[config.mk]
export PLATFORM = sky130hd
export DESIGN_NAME = revaluate_engine_flat
export DESIGN_NICKNAME = d
export VERILOG_FILES = /design/src/rtl/revaluate_engine_pkg.sv /design/src/rtl/revaluate_engine_if.sv /design/src/rtl/revaluate_engine_row.sv /design/src/rtl/revaluate_engine.sv /design/src/flat_wrapper.sv
export SDC_FILE = /design/constraint.sdc
export NUM_CORES = 1
export LEC_CHECK = 0
export BUFFER_PORTS_ARGS = -buffer_cell sky130_fd_sc_hd__buf_2
export CAP_MARGIN = 5
export CORE_ASPECT_RATIO = 0.9
export CORE_MARGIN = 2
export CORE_UTILIZATION = 45
export CTS_CLUSTER_SIZE = 20
export DETAILED_ROUTE_END_ITERATION = 8
export GPL_ROUTABILITY_DRIVEN = 0
export PLACE_DENSITY = 0.7
export RECOVER_POWER = 25
export SLEW_MARGIN = 25
export SYNTH_ARGS = -nofsm -noshare
export SYNTH_HDL_FRONTEND = slang
export SYNTH_SLANG_ARGS = --single-unit
[constraint.sdc]
create_clock -name clk -period 2.9 [get_ports clk]
set_input_delay 0.435 -clock clk [delete_from_list [all_inputs] [get_ports clk]]
set_output_delay 0.435 -clock clk [all_outputs]
set_load 0.02 [all_outputs]
[src/rtl/revaluate_engine_pkg.sv]
// revaluate_engine_pkg
//   Shared constants and types for the revaluate (chi) engine.
//   LANES/ROWS describe the 5x5 state geometry, ROW_CNT_W sizes the row
//   counter, state_t is the engine FSM encoding.
package revaluate_engine_pkg;
    localparam int LANES     = 5;
    localparam int ROWS      = 5;
    localparam int ROW_CNT_W = 3;

    typedef enum logic [1:0] {
        IDLE = 2'd0,
        RUN  = 2'd1,
        DONE = 2'd2
    } state_t;
endpackage

[src/rtl/revaluate_engine_if.sv]
// revaluate_engine_if
//   Valid/ready bus of the revaluate engine, input and output channels.
//   Ports (signals):
//     in_valid/in_ready/in_data/mode   input state channel
//     out_valid/out_ready/out_data     result state channel
//   master: the producer/consumer side; slave: the engine side.
interface revaluate_engine_if #(parameter int W = 1);
    localparam int S = 25 * W;

    logic         in_valid;
    logic         in_ready;
    logic [S-1:0] in_data;
    logic         mode;
    logic         out_valid;
    logic         out_ready;
    logic [S-1:0] out_data;

    modport master (
        output in_valid, in_data, mode, out_ready,
        input  in_ready, out_valid, out_data
    );

    modport slave (
        input  in_valid, in_data, mode, out_ready,
        output in_ready, out_valid, out_data
    );
endinterface

[src/rtl/revaluate_engine_row.sv]
// revaluate_engine_row
//   Combinational chi over one row of five W-bit lanes, with bypass.
//   Ports:
//     a       in   5 lanes, lane 0 in the most significant slot
//     bypass  in   1 = copy a to b, 0 = chi
//     b       out  5 result lanes, same layout as a
module revaluate_engine_row
    import revaluate_engine_pkg::*;
#(
    parameter int W = 1
) (
    input  logic [LANES-1:0][W-1:0] a,
    input  logic                    bypass,
    output logic [LANES-1:0][W-1:0] b
);
    // Lane x sits at packed index LANES-1-x so that lane 0 is the MSB end.
    for (genvar x = 0; x < LANES; x++) begin : g_lane
        localparam int X0 = LANES - 1 - x;
        localparam int X1 = LANES - 1 - ((x + 1) % LANES);
        localparam int X2 = LANES - 1 - ((x + 2) % LANES);
        assign b[X0] = bypass ? a[X0] : (a[X0] ^ (~a[X1] & a[X2]));
    end
endmodule

[src/rtl/revaluate_engine.sv]
// revaluate_engine
//   Applies chi (or bypass copy) to a 5x5 state of W-bit lanes, one row
//   per cycle. Accepts a state, spends 5 RUN cycles, then presents the
//   result in DONE until the consumer takes it.
//   Ports:
//     clk    in   clock, rising edge
//     rst    in   asynchronous reset, active low
//     clr    in   synchronous clear, same effect as reset
//     bus    --   valid/ready input and output channels (slave side)
//     busy   out  high while rows are being processed
module revaluate_engine
    import revaluate_engine_pkg::*;
#(
    parameter int W = 1
) (
    input  logic                   clk,
    input  logic                   rst,
    input  logic                   clr,
    revaluate_engine_if.slave      bus,
    output logic                   busy
);
    localparam int RW = LANES * W;

    state_t                      state, state_nxt;
    logic [ROW_CNT_W-1:0]        row;
    logic                        row_wrap;
    logic                        mode_q;
    logic [ROWS-1:0][RW-1:0]     in_q;
    logic [ROWS-1:0][RW-1:0]     out_q;
    logic [RW-1:0]               row_in;
    logic [RW-1:0]               row_out;
    logic [ROWS-1:0]             row_en;
    logic                        accept;

    assign row_wrap = (row == ROW_CNT_W'(ROWS - 1));
    assign accept   = bus.in_valid & bus.in_ready;

    // Row 0 is the MSB end, i.e. packed index ROWS-1.
    assign row_in = in_q[ROW_CNT_W'(ROWS - 1) - row];

    revaluate_engine_row #(.W(W)) u_row (
        .a      (row_in),
        .bypass (mode_q),
        .b      (row_out)
    );

    // One-hot write enable per output row; only the active row is written.
    for (genvar r = 0; r < ROWS; r++) begin : g_en
        assign row_en[r] = (state == RUN) && (row == ROW_CNT_W'(r));
    end

    always_comb begin
        state_nxt    = state;
        bus.in_ready = 1'b0;
        case (state)
            IDLE: begin
                bus.in_ready = 1'b1;
                if (bus.in_valid) state_nxt = RUN;
            end
            RUN: begin
                if (row_wrap) state_nxt = DONE;
            end
            DONE: begin
                bus.in_ready = bus.out_ready;
                if (bus.out_ready) state_nxt = bus.in_valid ? RUN : IDLE;
            end
            default: state_nxt = IDLE;
        endcase
    end

    always_ff @(posedge clk or negedge rst) begin
        if (!rst) begin
            state  <= IDLE;
            row    <= '0;
            mode_q <= 1'b0;
            in_q   <= '0;
            out_q  <= '0;
        end else if (clr) begin
            state  <= IDLE;
            row    <= '0;
            mode_q <= 1'b0;
            in_q   <= '0;
            out_q  <= '0;
        end else begin
            state <= state_nxt;
            if (accept) begin
                in_q   <= bus.in_data;
                mode_q <= bus.mode;
                row    <= '0;
            end else if (state == RUN) begin
                row <= row_wrap ? '0 : row + 1'b1;
            end
            for (int r = 0; r < ROWS; r++) begin
                if (row_en[r]) out_q[ROWS-1-r] <= row_out;
            end
        end
    end

    assign bus.out_valid = (state == DONE);
    assign bus.out_data  = out_q;
    assign busy          = (state == RUN);
endmodule

[src/flat_wrapper.sv]
// flat-port wrapper written by rule: the top's interface ports become plain ports
module revaluate_engine_flat import revaluate_engine_pkg::*;
#(
    parameter int W = 1
)
  (clk, rst, clr, busy, bus_in_valid, bus_in_data, bus_mode, bus_out_ready, bus_in_ready, bus_out_valid, bus_out_data);
  revaluate_engine_if #(.W(W)) bus_i ();
  input  logic clk;
  input  logic rst;
  input  logic clr;
  output logic busy;
  input wire logic [$bits(bus_i.in_valid)-1:0] bus_in_valid;
  input wire logic [$bits(bus_i.in_data)-1:0] bus_in_data;
  input wire logic [$bits(bus_i.mode)-1:0] bus_mode;
  input wire logic [$bits(bus_i.out_ready)-1:0] bus_out_ready;
  output wire logic [$bits(bus_i.in_ready)-1:0] bus_in_ready;
  output wire logic [$bits(bus_i.out_valid)-1:0] bus_out_valid;
  output wire logic [$bits(bus_i.out_data)-1:0] bus_out_data;
  assign bus_i.in_valid = bus_in_valid;
  assign bus_i.in_data = bus_in_data;
  assign bus_i.mode = bus_mode;
  assign bus_i.out_ready = bus_out_ready;
  assign bus_in_ready = bus_i.in_ready;
  assign bus_out_valid = bus_i.out_valid;
  assign bus_out_data = bus_i.out_data;
  revaluate_engine #(.W(W)) u_core (.clk(clk), .rst(rst), .clr(clr), .bus(bus_i), .busy(busy));
endmodule
## Word level (Yosys, flattened, before mapping)

Cells that the tools add are included.

- Flip-flop bits (word level): 56
- Input bits: 31
- Output and inout bits: 28
- Logic and storage cells: 84

- Eq/ne operators: 9
- Add/subtract/negate cells: 2
- Reduce and logical (&&, ||, !) cells: 15
- Bitwise gates (word level): 16
- $lt $le $gt $ge: 1
- Multiplexer cells: 28

Operators with widths:

| operator | count |
|---|---|
| 25-bit two-way mux | 3 |
| 5-bit two-way mux | 6 |
| 5-bit binary-select mux with 3-bit select | 1 |
| 3-bit two-way mux | 4 |
| 2-bit nonzero test | 6 |
| 1-bit two-way mux | 8 |
| 2-bit two-way mux | 4 |
| 1-bit bitwise AND | 6 |
| 3-bit by 2-bit == test with 1-bit output, second input constant | 2 |
| 3-bit != test, second input constant | 2 |
| 2-bit case mux with 3 select lines | 1 |
| 1-bit logical AND | 5 |
| 1-bit inverter | 5 |
| 1-bit XOR | 5 |
| 3-bit by 4-bit less-than comparator with 1-bit output, second input constant | 1 |
| 3-bit by 1-bit adder with 3-bit output, second input constant | 1 |
| 3-bit by 1-bit == test with 1-bit output, second input constant | 1 |
| 3-bit == test, second input constant | 1 |
| 3-bit logical NOT | 1 |
| 3-bit by 2-bit != test with 1-bit output, second input constant | 1 |
| 3-bit AND reduction | 1 |
| 3-bit nonzero test | 1 |
| 3-bit subtractor, first input constant | 1 |
| 2-bit by 1-bit == test with 1-bit output, second input constant | 1 |
| 3 further kinds | 3 |

## Logic depth before layout (Yosys ltp)

- Depth in word-level cells: 9
- Mapped depth: 11
- Depth with buffers taken out: 8

## By module

A second synthesis with hierarchy kept.

- Cells, all modules: 288
- Area total of the unflattened synthesis: 3026.7 um^2

Modules (own cells, without submodules):

| module | times used | area an instance (um^2) | seq. area each (um^2) | cells an instance |
|---|---|---|---|---|
| revaluate_engine | 1 | 2945.3 | 1401.3 | 278 |
| revaluate_engine_row | 1 | 81.3 | 0.0 | 10 |

## Worst setup path after synthesis

OpenSTA, ideal clock, no wires.

- Kind: register to register
- Start point: register u_core.row[0]
- End point: register u_core.out_q (netlist bit u_core.bus.out_data[11])
- Stages on the path, launching flop included: 12
- Library setup time: 0.121 ns
- Period minus slack after synthesis: 2.734 ns
- Buffers on the path: 3
- Path slack: 0.166 ns
- Arrival: 2.613 ns
- Path through: dfrtp_1 > buf_6 > inv_1 > ha_1 > ha_1 > buf_2 > mux2i_1 > o221ai_4 > or4b_1 > buf_2 > xnor2_2 > a22o_1

- Cells in the longest elaborated chain, start to end: 9

RTL lines:

| what | line | text |
|---|---|---|
| from (decl) | revaluate_engine.sv:25 | `logic [ROW_CNT_W-1:0] row;` |
| from (signal assigned) | revaluate_engine.sv:91 | `row <= row_wrap ? '0 : row + 1'b1;` |
| 3-bit subtractor | revaluate_engine.sv:39 | `assign row_in = in_q[ROW_CNT_W'(ROWS - 1) - row];` |
| 5-bit binary-select mux with 3-bit select | revaluate_engine.sv:39 |  |
| 5-bit two-way mux (not written as such) | revaluate_engine.sv:39 |  |
| 1-bit inverter | revaluate_engine_row.sv:21 | `assign b[X0] = bypass ? a[X0] : (a[X0] ^ (~a[X1] & a[X2]));` |
| 1-bit bitwise AND | revaluate_engine_row.sv:21 |  |
| 1-bit XOR | revaluate_engine_row.sv:21 |  |
| 1-bit two-way mux | revaluate_engine_row.sv:21 |  |
| 5-bit two-way mux | revaluate_engine.sv:94 | `if (row_en[r]) out_q[ROWS-1-r] <= row_out;` |
| 25-bit two-way mux | revaluate_engine.sv:78 | `end else if (clr) begin` |
| to (signal, indexed assignment) | revaluate_engine.sv:94 |  |
| to (decl) | revaluate_engine.sv:29 | `logic [ROWS-1:0][RW-1:0] out_q;` |

Several ways; a longest one is shown, not always the timed one. The select of a mux whose other input is x is not followed.
A chain may end at the register's enable or synchronous reset.

## Worst setup path in the final report

- Start point: register u_core.row[1]
- End point: register u_core.out_q (netlist bit u_core.bus.out_data[11])

The elaborated chain is that of the path after synthesis.

==> metrics.md <==
| Metric | Value |
|---|---|
| CTS Sinks | 56 |
| Clock buffer count from CTS | 5 |
| Netlist cell types | 42 |
| Top post-synthesis cells by count | nand2_1 (66), dfrtp_1 (56), a21oi_1 (38) |
| Worst vdd ir | between 0.00015 and 0.0002 V |
| Resize count post-CTS | 0 |
| CP Capture Type | flop |
| RSZ-0062 raised after global routing | no |
| Met2 usage | 0.321 |
| Mapped Cells | about 320 |
| CP peak stage delay | between 0.6 and 0.7 ns |
| Total track usage | 0.192 |
| Floorplan row count | 28 |
| Diodes inserted | 0 |
| Fin crit share | 0.925 |
| Worst hold slack | 0.334 ns |
| Port Buffer Count | 58 |
| Mapped cell area | between 3000 and 4000 um2 |
| Reg clk slew, reported paths | about 0.11 ns |
| Clock Skews | roughly 0.010 ns |
| Hold Vio Cnt, Final | 0 |
| DRT Pass-1 Iters | 4 |
| Vias in the first global route | 2294 |
| M1 GR Usage | 0.267 |
| DIE WIDTH | 90.1 um |
| Total gr overflow | 0 |
| Crit-path cells | inv_1 -> ha_1 -> ha_2 -> nand2_1 -> o221ai_4 -> or4b_1 -> xnor2_2 -> a22o_1 |
| #FFs+latches synth | 56 |
| Syn avg cell area | about 9.5 um2 |
| Grt peak-use layer | met2 |
| Max Buffers Root-to-Sink | 2 |
| Area contributors post-synth | dfrtp_1 (47%), nand2_1 (8.3%), a21oi_1 (6.3%) |
| Critical path's slowest cell | or4b_1 |
| Die Ht | 81.5 um |
| Routed WL | slightly below 7 mm |
| Num ports | between 50 and 60 |
| Synth-to-layout area growth | 15.8% |
| MaxCap Viol Count | 0 |
| First-pass GRT wire length | roughly 11 mm |
| Slew @ Worst Pin | 1.37 ns |
| Yosys warnings | 0 |
| Sequential area share after synthesis | 0.467 |
| Synth Net Count | 354 |
| Drt wl/cell | 14.6 um |
| Initial antenna violation count | 0 |
| Critical path peak fanout | 11 |
| Starting Density | 0.460 |
| Startpoint type of the worst setup path | flop |
| Core box area | approximately 6500 um2 |
| Leading area contributor after synthesis | dfrtp_1 |
| # setup viols final | 0 |
| Number of flops mapped to enable cells by yosys | 0 |
| Power density cells | ~440 nW/um2 |
| Async SR Flop Fraction | 1.00 |
| Die Footprint | approximately 7300 um2 |
| Largest net degree at the start of global routing | 57 |
| H-tree levels | 2 |
| DRC | 0 |
| HP Class | in -> reg |
| Worst path arrival time | approximately 2.9 ns |
| Via Count | 2421 |
| Area share of the largest cell type after synthesis | 0.467 |
| Setup TNS | 0 ns |
| WP buf/inv | 1 |
| Dpl hpwl | about 5 mm |
| Nets | a little over 400 |
| CTS Root Cell | clkbuf_8 |
| TritonCTS clock tree | yes |
| Hold_buf cts | 0 |
| Crit Path Class | reg -> reg |
| Post-CTS setup buffer count | 0 |
| Crit path time final | around 2.7 ns |
| Delay-heaviest family, CP | simple AND/OR/NAND/NOR gates |
| Met3 GRT Util | 0.0349 |
| Slew Viols, Final | 0 |
| Vias per std cell | 5.25 |
| Layout cells sized above 1 | 0.248 |
| Max Clock Freq | 373 MHz |
| Headroom to the max-slew limit | 0.0895 |
| Outcome | completed |
| Count leader, synth | nand2_1 |
| Routed Antenna Nets | 0 |
| Static leakage power | about 1.6 nW |
| CP Data Required Time | just over 3 ns |
| Initial DRC count | ~180 |
| Synth Flop Type | dfrtp_1 |
| Worst skew pair latency | around 0.32 ns |
[path summary, 6_finish.rpt]
| kind | start | end | slack, ns | depth (start not counted) |
|---|---|---|---|---|
| max | u_core.row[1] | u_core.bus.out_data[11] | 0.22 | 8 |
| min | bus_in_data[17] | u_core.in_q[17] | 0.33 | 3 |
| max reg2reg | u_core.row[1] | u_core.bus.out_data[11] | 0.22 | 8 |
| min reg2reg | u_core.bus.out_data[18] | u_core.bus.out_data[18] | 0.50 | 1 |
| max in group asynchronous | rst | u_core.row[0] | 1.59 | 2 |
| min in group asynchronous | rst | u_core.in_q[2] | 0.51 | 2 |
[stage by stage]
stage	std cells	utilization	area [um2]	worst slack, ns	power, W
2_1_floorplan	316	-	3000	0.166	0.00101
3_3_place_gp	453	0.520	3390	0.232	0.00109
3_5_place_dp	453	0.520	3390	0.135	0.00109
4_1_cts	461	0.534	3480	0.112	0.00153
5_1_grt	461	0.533	3470	0.0624	0.00159
6_report	461	0.533	3470	0.219	0.00152
[registers in the layout (all words and copies together), names as in the netlist]
signal / count
u_core.state: 2
u_core.bus.out_data: 25
u_core.row: 3
u_core.mode_q: 1
u_core.in_q: 25
[layer usage]
layer  share of wire  vias to the layer above
met5               0                        -
met4          0.0059                        0
met3           0.055                        5
met2            0.46                       59
met1            0.48                     1150
li1                -                     1207
[report_power, final]
part / internal, W / switching (W) / leakage (nW)
combinational: 0.0000931 / 0.000157 / 0.822
clock: 0.000174 / 0.000269 / 0.0485
sequential: 0.000808 / 0.0000183 / 0.767
total: 0.00107 / 0.000444 / 1.64
[layout by cell type (no fill, tap or decap), types with 2 or more instances in the layout]
cell type	count
a211oi_2	2
a21o_1	3
a21oi_1	38
a221o_1	6
a22o_1	8
and2_1	3
buf_2	58
buf_4	9
clkbuf_8	5
dfrtp_1	56
ha_1	6
inv_1	8
mux2_2	4
mux2i_1	12
nand2_1	66
nand3_1	4
nand3b_1	19
nand4b_1	2
nor2_1	7
nor2b_1	10
nor3_1	14
o21ai_0	2
or2_2	4
or3_1	3
xnor2_1	3
[tightest hold or removal path, delay by kind of cell]
| kind | cells | cell delay, ns |
|---|---|---|
| AOI/OAI and AO/OA | 1 | 0.05 |
| buffers and inverters | 1 | 0.09 |
| and+or+nand+nor | 1 | 0.04 |
[kinds of logic (layout without fill, tap and decap cells)]
| group | after synthesis | in the layout | synth area share |
|---|---|---|---|
| adder cells (fa/ha/maj) | 7 | 7 | 0.0292 |
| XOR/XNOR | 5 | 5 | 0.0171 |
| flip-flops | 56 | 56 | 0.467 |
| AND/OR/NAND/NOR | 138 | 138 | 0.232 |
| multiplexers | 16 | 16 | 0.0550 |
| AO/OA/AOI/OAI | 65 | 65 | 0.156 |
| buffers and inverters | 29 | 84 | 0.0442 |
[cell type report]
| cell class | instances | area (um2) |
|---|---|---|
| clock buffers | 5 | 68.8 |
| fillers | 623 | 3040 |
| multi-input cells | 231 | 1480 |
| flip-flops and latches | 56 | 1400 |
| repair buffers | 68 | 363 |
| inverters | 8 | 30.0 |
| well taps | 90 | 113 |
| clock inverters | 3 | 22.5 |
Note: power is estimated with default switching activity, not from simulation.
